===== src/rtl/ddi_phase_scheduler_if.sv =====
// Handshake bundle between the timebase/sensor side and the DDI phase scheduler.
// The master drives time-base, maintenance and demand inputs; the slave is the scheduler.
interface ddi_phase_scheduler_if;
  logic       tick;
  logic       maintenance;
  logic       east_req;
  logic       west_req;
  logic       timing_done;
  logic [1:0] phase;
  logic [1:0] stage;
  logic       east_pend;
  logic       west_pend;

  modport master (
    output tick, maintenance, east_req, west_req,
    input  timing_done, phase, stage, east_pend, west_pend
  );

  modport slave (
    input  tick, maintenance, east_req, west_req,
    output timing_done, phase, stage, east_pend, west_pend
  );
endinterface


===== src/rtl/ddi_phase_scheduler.sv =====
// Stage timer, advance strobe and next-phase arbiter that feeds one interchange's DDI
// signal FSM; alternates normal phases with at most one latched priority phase between them.
module ddi_phase_scheduler #(
  parameter int GREEN_TICKS   = 30,
  parameter int YELLOW_TICKS  = 4,
  parameter int ALL_RED_TICKS = 2,
  parameter int CNT_W         = 8
) (
  input  logic                 clk,
  input  logic                 rst,
  ddi_phase_scheduler_if.slave bus
);

  typedef enum logic [1:0] {
    ST_RED    = 2'd0,
    ST_GREEN  = 2'd1,
    ST_YELLOW = 2'd2,
    ST_MAINT  = 2'd3
  } stage_e;

  localparam logic [1:0]       PH_EAST     = 2'b10;
  localparam logic [1:0]       PH_WEST     = 2'b11;
  localparam logic [CNT_W-1:0] RED_LOAD    = CNT_W'(ALL_RED_TICKS - 1);
  localparam logic [CNT_W-1:0] GREEN_LOAD  = CNT_W'(GREEN_TICKS - 1);
  localparam logic [CNT_W-1:0] YELLOW_LOAD = CNT_W'(YELLOW_TICKS - 1);
  localparam logic [CNT_W-1:0] CNT_ONE     = CNT_W'(1);

  stage_e           stage_q, stage_d;
  logic [CNT_W-1:0] timer_q, timer_d;
  logic             done_q, done_d;
  logic [1:0]       phase_q, phase_d;
  logic             next_norm_q, next_norm_d;   // low bit of the next normal phase
  logic             prio_ptr_q, prio_ptr_d;     // 0 = east served next on a tie
  logic             last_prio_q, last_prio_d;
  logic             east_pend_q, east_pend_d;
  logic             west_pend_q, west_pend_d;

  logic expire;
  logic arb;
  logic east_eff, west_eff;
  logic sel_norm, sel_east, sel_west, tie;

  assign expire   = (stage_q != ST_MAINT) && bus.tick && (timer_q == '0);
  assign arb      = !bus.maintenance && (stage_q == ST_RED) && expire;
  // A request arriving in the arbitration cycle itself is already eligible.
  assign east_eff = east_pend_q | bus.east_req;
  assign west_eff = west_pend_q | bus.west_req;

  // State register.
  // NOTE: sequential state uses non-blocking assignments so every register samples pre-edge values.
  always_ff @(posedge clk or posedge rst) begin
    if (rst) stage_q <= ST_RED;
    else     stage_q <= stage_d;
  end

  // Next-state logic; maintenance overrides any same-cycle expiry.
  // NOTE: every combinational output is defaulted first so no path can infer a latch.
  always_comb begin
    stage_d = stage_q;
    if (bus.maintenance) begin
      stage_d = ST_MAINT;
    end else begin
      unique case (stage_q)
        ST_RED:    if (expire) stage_d = ST_GREEN;
        ST_GREEN:  if (expire) stage_d = ST_YELLOW;
        ST_YELLOW: if (expire) stage_d = ST_RED;
        ST_MAINT:  stage_d = ST_RED;
        default:   stage_d = ST_RED;
      endcase
    end
  end

  // Output/datapath logic: timer, strobe and arbitration.
  always_comb begin
    timer_d     = timer_q;
    done_d      = 1'b0;
    phase_d     = phase_q;
    next_norm_d = next_norm_q;
    prio_ptr_d  = prio_ptr_q;
    last_prio_d = last_prio_q;
    sel_norm    = 1'b0;
    sel_east    = 1'b0;
    sel_west    = 1'b0;
    tie         = 1'b0;

    if (!bus.maintenance) begin
      if (stage_q == ST_MAINT) begin
        timer_d = RED_LOAD;
        done_d  = 1'b1;
      end else if (expire) begin
        done_d = 1'b1;
        unique case (stage_q)
          ST_RED:   timer_d = GREEN_LOAD;
          ST_GREEN: timer_d = YELLOW_LOAD;
          default:  timer_d = RED_LOAD;
        endcase
      end else if (bus.tick) begin
        timer_d = timer_q - CNT_ONE;
      end
    end

    // Forcing a normal phase after a priority phase bounds starvation of the rotation.
    if (last_prio_q) begin
      sel_norm = 1'b1;
    end else if (east_eff && west_eff) begin
      tie      = 1'b1;
      sel_east = !prio_ptr_q;
      sel_west = prio_ptr_q;
    end else if (east_eff) begin
      sel_east = 1'b1;
    end else if (west_eff) begin
      sel_west = 1'b1;
    end else begin
      sel_norm = 1'b1;
    end

    if (arb) begin
      last_prio_d = !sel_norm;
      if (tie) prio_ptr_d = !prio_ptr_q;
      if (sel_norm) begin
        phase_d     = {1'b0, next_norm_q};
        next_norm_d = !next_norm_q;
      end else if (sel_east) begin
        phase_d = PH_EAST;
      end else begin
        phase_d = PH_WEST;
      end
    end

    east_pend_d = east_eff && !(arb && sel_east);
    west_pend_d = west_eff && !(arb && sel_west);
  end

  always_ff @(posedge clk or posedge rst) begin
    if (rst) begin
      timer_q     <= RED_LOAD;
      done_q      <= 1'b0;
      phase_q     <= 2'b00;
      next_norm_q <= 1'b0;
      prio_ptr_q  <= 1'b0;
      last_prio_q <= 1'b0;
      east_pend_q <= 1'b0;
      west_pend_q <= 1'b0;
    end else begin
      timer_q     <= timer_d;
      done_q      <= done_d;
      phase_q     <= phase_d;
      next_norm_q <= next_norm_d;
      prio_ptr_q  <= prio_ptr_d;
      last_prio_q <= last_prio_d;
      east_pend_q <= east_pend_d;
      west_pend_q <= west_pend_d;
    end
  end

  assign bus.timing_done = done_q;
  assign bus.phase       = phase_q;
  assign bus.stage       = stage_q;
  assign bus.east_pend   = east_pend_q;
  assign bus.west_pend   = west_pend_q;

endmodule


===== src/flat_wrapper.sv =====
// flat-port wrapper written by rule: the top's interface ports become plain ports
module ddi_phase_scheduler_flat 
#(
  parameter int GREEN_TICKS   = 30,
  parameter int YELLOW_TICKS  = 4,
  parameter int ALL_RED_TICKS = 2,
  parameter int CNT_W         = 8
)
  (clk, rst, bus_tick, bus_maintenance, bus_east_req, bus_west_req, bus_timing_done, bus_phase, bus_stage, bus_east_pend, bus_west_pend);
  ddi_phase_scheduler_if bus_i ();
  input  logic clk;
  input  logic rst;
  input wire logic [$bits(bus_i.tick)-1:0] bus_tick;
  input wire logic [$bits(bus_i.maintenance)-1:0] bus_maintenance;
  input wire logic [$bits(bus_i.east_req)-1:0] bus_east_req;
  input wire logic [$bits(bus_i.west_req)-1:0] bus_west_req;
  output wire logic [$bits(bus_i.timing_done)-1:0] bus_timing_done;
  output wire logic [$bits(bus_i.phase)-1:0] bus_phase;
  output wire logic [$bits(bus_i.stage)-1:0] bus_stage;
  output wire logic [$bits(bus_i.east_pend)-1:0] bus_east_pend;
  output wire logic [$bits(bus_i.west_pend)-1:0] bus_west_pend;
  assign bus_i.tick = bus_tick;
  assign bus_i.maintenance = bus_maintenance;
  assign bus_i.east_req = bus_east_req;
  assign bus_i.west_req = bus_west_req;
  assign bus_timing_done = bus_i.timing_done;
  assign bus_phase = bus_i.phase;
  assign bus_stage = bus_i.stage;
  assign bus_east_pend = bus_i.east_pend;
  assign bus_west_pend = bus_i.west_pend;
  ddi_phase_scheduler #(.GREEN_TICKS(GREEN_TICKS), .YELLOW_TICKS(YELLOW_TICKS), .ALL_RED_TICKS(ALL_RED_TICKS), .CNT_W(CNT_W)) u_core (.clk(clk), .rst(rst), .bus(bus_i));
endmodule

===== config.mk =====
export PLATFORM = sky130hd
export DESIGN_NAME = ddi_phase_scheduler_flat
export DESIGN_NICKNAME = d
export VERILOG_FILES = /design/src/rtl/ddi_phase_scheduler_if.sv /design/src/rtl/ddi_phase_scheduler.sv /design/src/flat_wrapper.sv
export SDC_FILE = /design/constraint.sdc
export NUM_CORES = 1
export LEC_CHECK = 0
export ABC_CLOCK_PERIOD_IN_PS = 3700
export CORE_ASPECT_RATIO = 0.8
export CORE_MARGIN = 2
export CORE_UTILIZATION = 35
export DETAILED_ROUTE_END_ITERATION = 6
export HOLD_SLACK_MARGIN = 0.06
export PLACE_DENSITY_LB_ADDON = 0.12
export SLEW_MARGIN = 0
export SYNTH_ARGS = -nofsm -noshare
export SYNTH_HDL_FRONTEND = slang
export SYNTH_SLANG_ARGS = --single-unit

===== constraint.sdc =====
create_clock -name clk -period 3.7 [get_ports clk]
set_input_delay 0.74 -clock clk [delete_from_list [all_inputs] [get_ports clk]]
set_output_delay 0.74 -clock clk [all_outputs]
set_load 0.05 [all_outputs]

==> flow_results.org <==
** Run status
- Outcome :: complete, no violations

** Placement
- Number of cells in the design after placement :: 142
- At the placement stage, the worst setup path has a slack of 1.261 ns.
- Port buffering added 12 buffers.
- Summing all placed instances gives a cell area of 0.001111 mm².
- Routability-driven placement finished with a final weighted congestion of 0.7939.
- DP HPWL :: 1400 µm

** Min path
- Along the worst hold path, the cell count comes to 1.
- The tightest min-delay check is of the reg2reg type.
- Hold worst-path end :: u_core.next_norm_q
- The startpoint identified for the worst hold timing path is u_core.next_norm_q.

** Yosys
- Synthesized netlist net count :: 105
- The synthesized design spends more area on one cell type than any other, namely dfrtp_1.
- Number of distinct library cells after synthesis :: 36
- Number of synthesized flops with an enable pin :: 0
- For this run, the leading register cell type out of synthesis is dfrtp_1.
- Average cell area after synthesis :: 10.07 µm²
- Synth async-reset ratio :: 100.0%
- In this run, synthesis produced a sequential element count of 17.
- Mapped cell area :: 977.2 µm²
- Proportion of synthesized chip area in sequential cells :: 43.66%
- Yosys warnings :: 0
- Number of instances in the synthesized netlist :: 97
- Yosys top cell area share :: 40.97%
- Largest cells by area after synthesis :: dfrtp_1 41%, nor2_1 5.8%, a21oi_1 4.1%, xnor2_1 3.6%, o32a_1 3.1%

** CTS
- After clock tree synthesis, the repair step resized 0 gates.
- Cell chosen for the clock root :: clkbuf_4
- Clock net sink count :: 17
- TritonCTS built the clock tree.
- Post-CTS setup repair buffer count :: 0
- Clock buffer depth :: 2
- CTS hold repair buffers :: 0
- In this run the number of H-tree levels came out at 1.
- The number of clock buffers added by TritonCTS is 3.
- Clock transition at the registers of the reported paths :: 0.09 ns
- The later pin in the worst-skew pair is clocked with a latency of 0.29 ns.

** Power
- For this design the ratio of total power to cell area is 583.2 mW/mm².
- Maximum vdd ir drop :: 0.2783 mV
- Summed over all cells, the static leakage comes to 0.4480 nW.
- Power, Total :: 0.6633 mW

** Critical path
- Data on the critical path is required at its endpoint by 2.96 ns.
- STA classifies the critical path startpoint as a flip-flop.
- Cell count of the worst reg-to-reg path :: 4
- Worst setup path class :: reg2out
- At the worst endpoint, the arrival time is 1.87 ns.
- The number of buffers and inverters on the critical path is 1.
- Biggest cell delay along the critical path :: 0.90 ns
- Crit-path max FO :: 14
- CP endpoint kind :: primary output
- Critical path cell sequence :: clkdlybuf4s50_1
- In this run the critical register-to-register path is launched from u_core.bus.stage[0].
- Worst R2R End :: u_core.timer_q[7]
- The kind of cell with the highest combined delay along the critical path is buffers and inverters.
- For flop-to-flop paths, the worst setup slack is 1.80 ns.
- Worst path slowest cell :: clkdlybuf4s50_1

** Routing
- The final layout contains routed wiring with a total length of 1879 µm.
- Via density per instance :: 5.144
- The count of nets left with antenna violations once routing finished came out at 0.
- Initial drt markers :: 18
- Number of remaining DRC errors :: 0
- Initial DRT Pass Iterations :: 4
- Vias :: 751
- Average wire per cell in the routed design :: 12.87 µm

** Die
- Measured along the y axis, the die boundary spans 51.26 µm.
- The die covers 0.003233 mm².
- # rows :: 17
- Once the floorplan was initialized, standard cells occupied 36.17% of the core.
- After floorplanning, the core was sized to cover 0.002701 mm².
- In this run the horizontal extent of the chip is 63.08 µm.
- # IOs :: 13

** Global routing
- Pin count of the biggest net entering global routing :: 18
- GRT Total Usage :: 13.82%
- The layer flagged by global routing as most heavily used is met2.
- For this run, global-route usage on met2 was measured as 20.57%.
- Summed over all layers, the global routing overflow is 0.
- Via count of the first global-routing pass :: 714
- Wire length of the first global-routing pass :: 3394 µm
- Met3 track demand over resource :: 4.185%
- Met1 GRT Util :: 19.54%
- The initial antenna violation count was 0.

** STA
- Setup clock skew after layout :: 0.001291 ns
- Minimum hold slack :: 0.4754 ns
- Unrepaired setup endpoints after global routing :: no
- Setup total negative slack on the finished layout was measured at 0 ns.
- Finish-stage setup viols :: 0
- At the pin with the least slew margin, the transition time is 0.6517 ns.
- Tcrit/Tclk final :: 70.65%
- Timing would allow up to 0.3825 GHz.
- Relative slew margins :: 56.51%
- Across all setup checks in the final design, the least slack found is 1.086 ns.
- The number of pins with negative max-slew slack in the final report is 0.
- Min Clock Period, post-route :: 2.614 ns
- The number of failing hold endpoints at the final stage is 0.

** Flow run
- Across the run, the number of max-cap violations was 0.

** Final layout
- Fillcell total :: 279
- Compared with the post-synthesis result, the final layout area differs by 16.39%.
- Nets :: 117
- Once layout is done, the placed cells without fillers occupy 0.001137 mm².
- The repair_antennas step left the layout with diodes totalling 0.
- Of the cells placed in the final design, the portion with a size suffix greater than 1 is 14.81%.
- Area taken by multi-input logic gates :: 494.2 µm²
- Final cell count without fillers :: 146
- For this run, the share of the core covered by cells in the final layout is 42.10%.
- Sequential Area :: 426.7 µm²
==> cell usage after synthesis, types with 2 or more instances <==
library cell	count
a211oi_2	2
nand2_1	4
xor2_1	2
nor4b_1	3
nor2_1	15
buf_2	3
o32a_1	3
nor3_1	4
a21oi_1	8
dfrtp_1	16
ha_1	2
inv_1	6
xnor2_1	4
o21ai_0	3
==> worst max path at each step <==
| stage | start | cells after the start | end | slack, ns |
|---|---|---|---|---|
| after global routing | u_core.bus.stage[0] | 1 | bus_stage[0] | 1.00 |
| after detailed placement | bus_tick | 5 | u_core.timer_q[3] | 1.26 |
| after CTS | u_core.bus.stage[0] | 1 | bus_stage[0] | 1.08 |
| final | u_core.bus.stage[0] | 1 | bus_stage[0] | 1.09 |
| after floorplan | u_core.bus.stage[0] | 4 | u_core.timer_q[2] | 1.90 |
| after global placement | bus_tick | 5 | u_core.timer_q[4] | 1.31 |
==> final cells by class <==
type / instances / share of cell area [%]
clock buffer: 4 / 2.310
sequential: 17 / 37.51
tap: 38 / 4.180
timing repair buffer: 12 / 10.56
multi-input combinational: 69 / 43.45
inverter: 6 / 1.980
==> layer usage <==
| metal | vias to the layer above | part of all wire, % |
|---|---|---|
| met5 | - | 0 |
| met4 | 0 | 0.69 |
| met3 | 2 | 4.0 |
| met2 | 14 | 41 |
| met1 | 366 | 54 |
| li1 | 369 | - |
==> cells by family after synthesis <==
family	share of synthesized area, %
flops	43.66
fa+ha+maj	2.560
simple gates	23.94
xor+xnor	5.378
mux	1.152
compound gates	17.54
buf+inv	5.761
==> state kept, by name, summed over array words and instances, names as in the netlist <==
register                flops
u_core.bus.east_pend        1
u_core.bus.phase            2
u_core.bus.stage            2
u_core.bus.timing_done      1
u_core.bus.west_pend        1
u_core.next_norm_q          1
u_core.prio_ptr_q           1
u_core.timer_q              8
==> layout by cell type, fill, tap and decap left out, types with 2 or more instances in the layout <==
| cell | netlist | layout |
|---|---|---|
| nand2_1 | 4 | 4 |
| inv_1 | 6 | 6 |
| clkdlybuf4s50_1 | 0 | 12 |
| nor3_1 | 4 | 4 |
| dfrtp_1 | 16 | 16 |
| a211oi_2 | 2 | 2 |
| ha_1 | 2 | 2 |
| nor2_1 | 15 | 15 |
| nor4b_1 | 3 | 3 |
| clkbuf_4 | 0 | 3 |
| o32a_1 | 3 | 3 |
| a21oi_1 | 8 | 8 |
| xnor2_1 | 4 | 4 |
| o21ai_0 | 3 | 3 |
| xor2_1 | 2 | 2 |
==> power breakdown <==
part / switching (mW) / internal, mW
Sequential: 0.0687 / 0.233
Clock: 0.0569 / 0.0419
Combinational: 0.138 / 0.125
Total: 0.264 / 0.399
No activity file was read; power rests on OpenSTA's default activity.
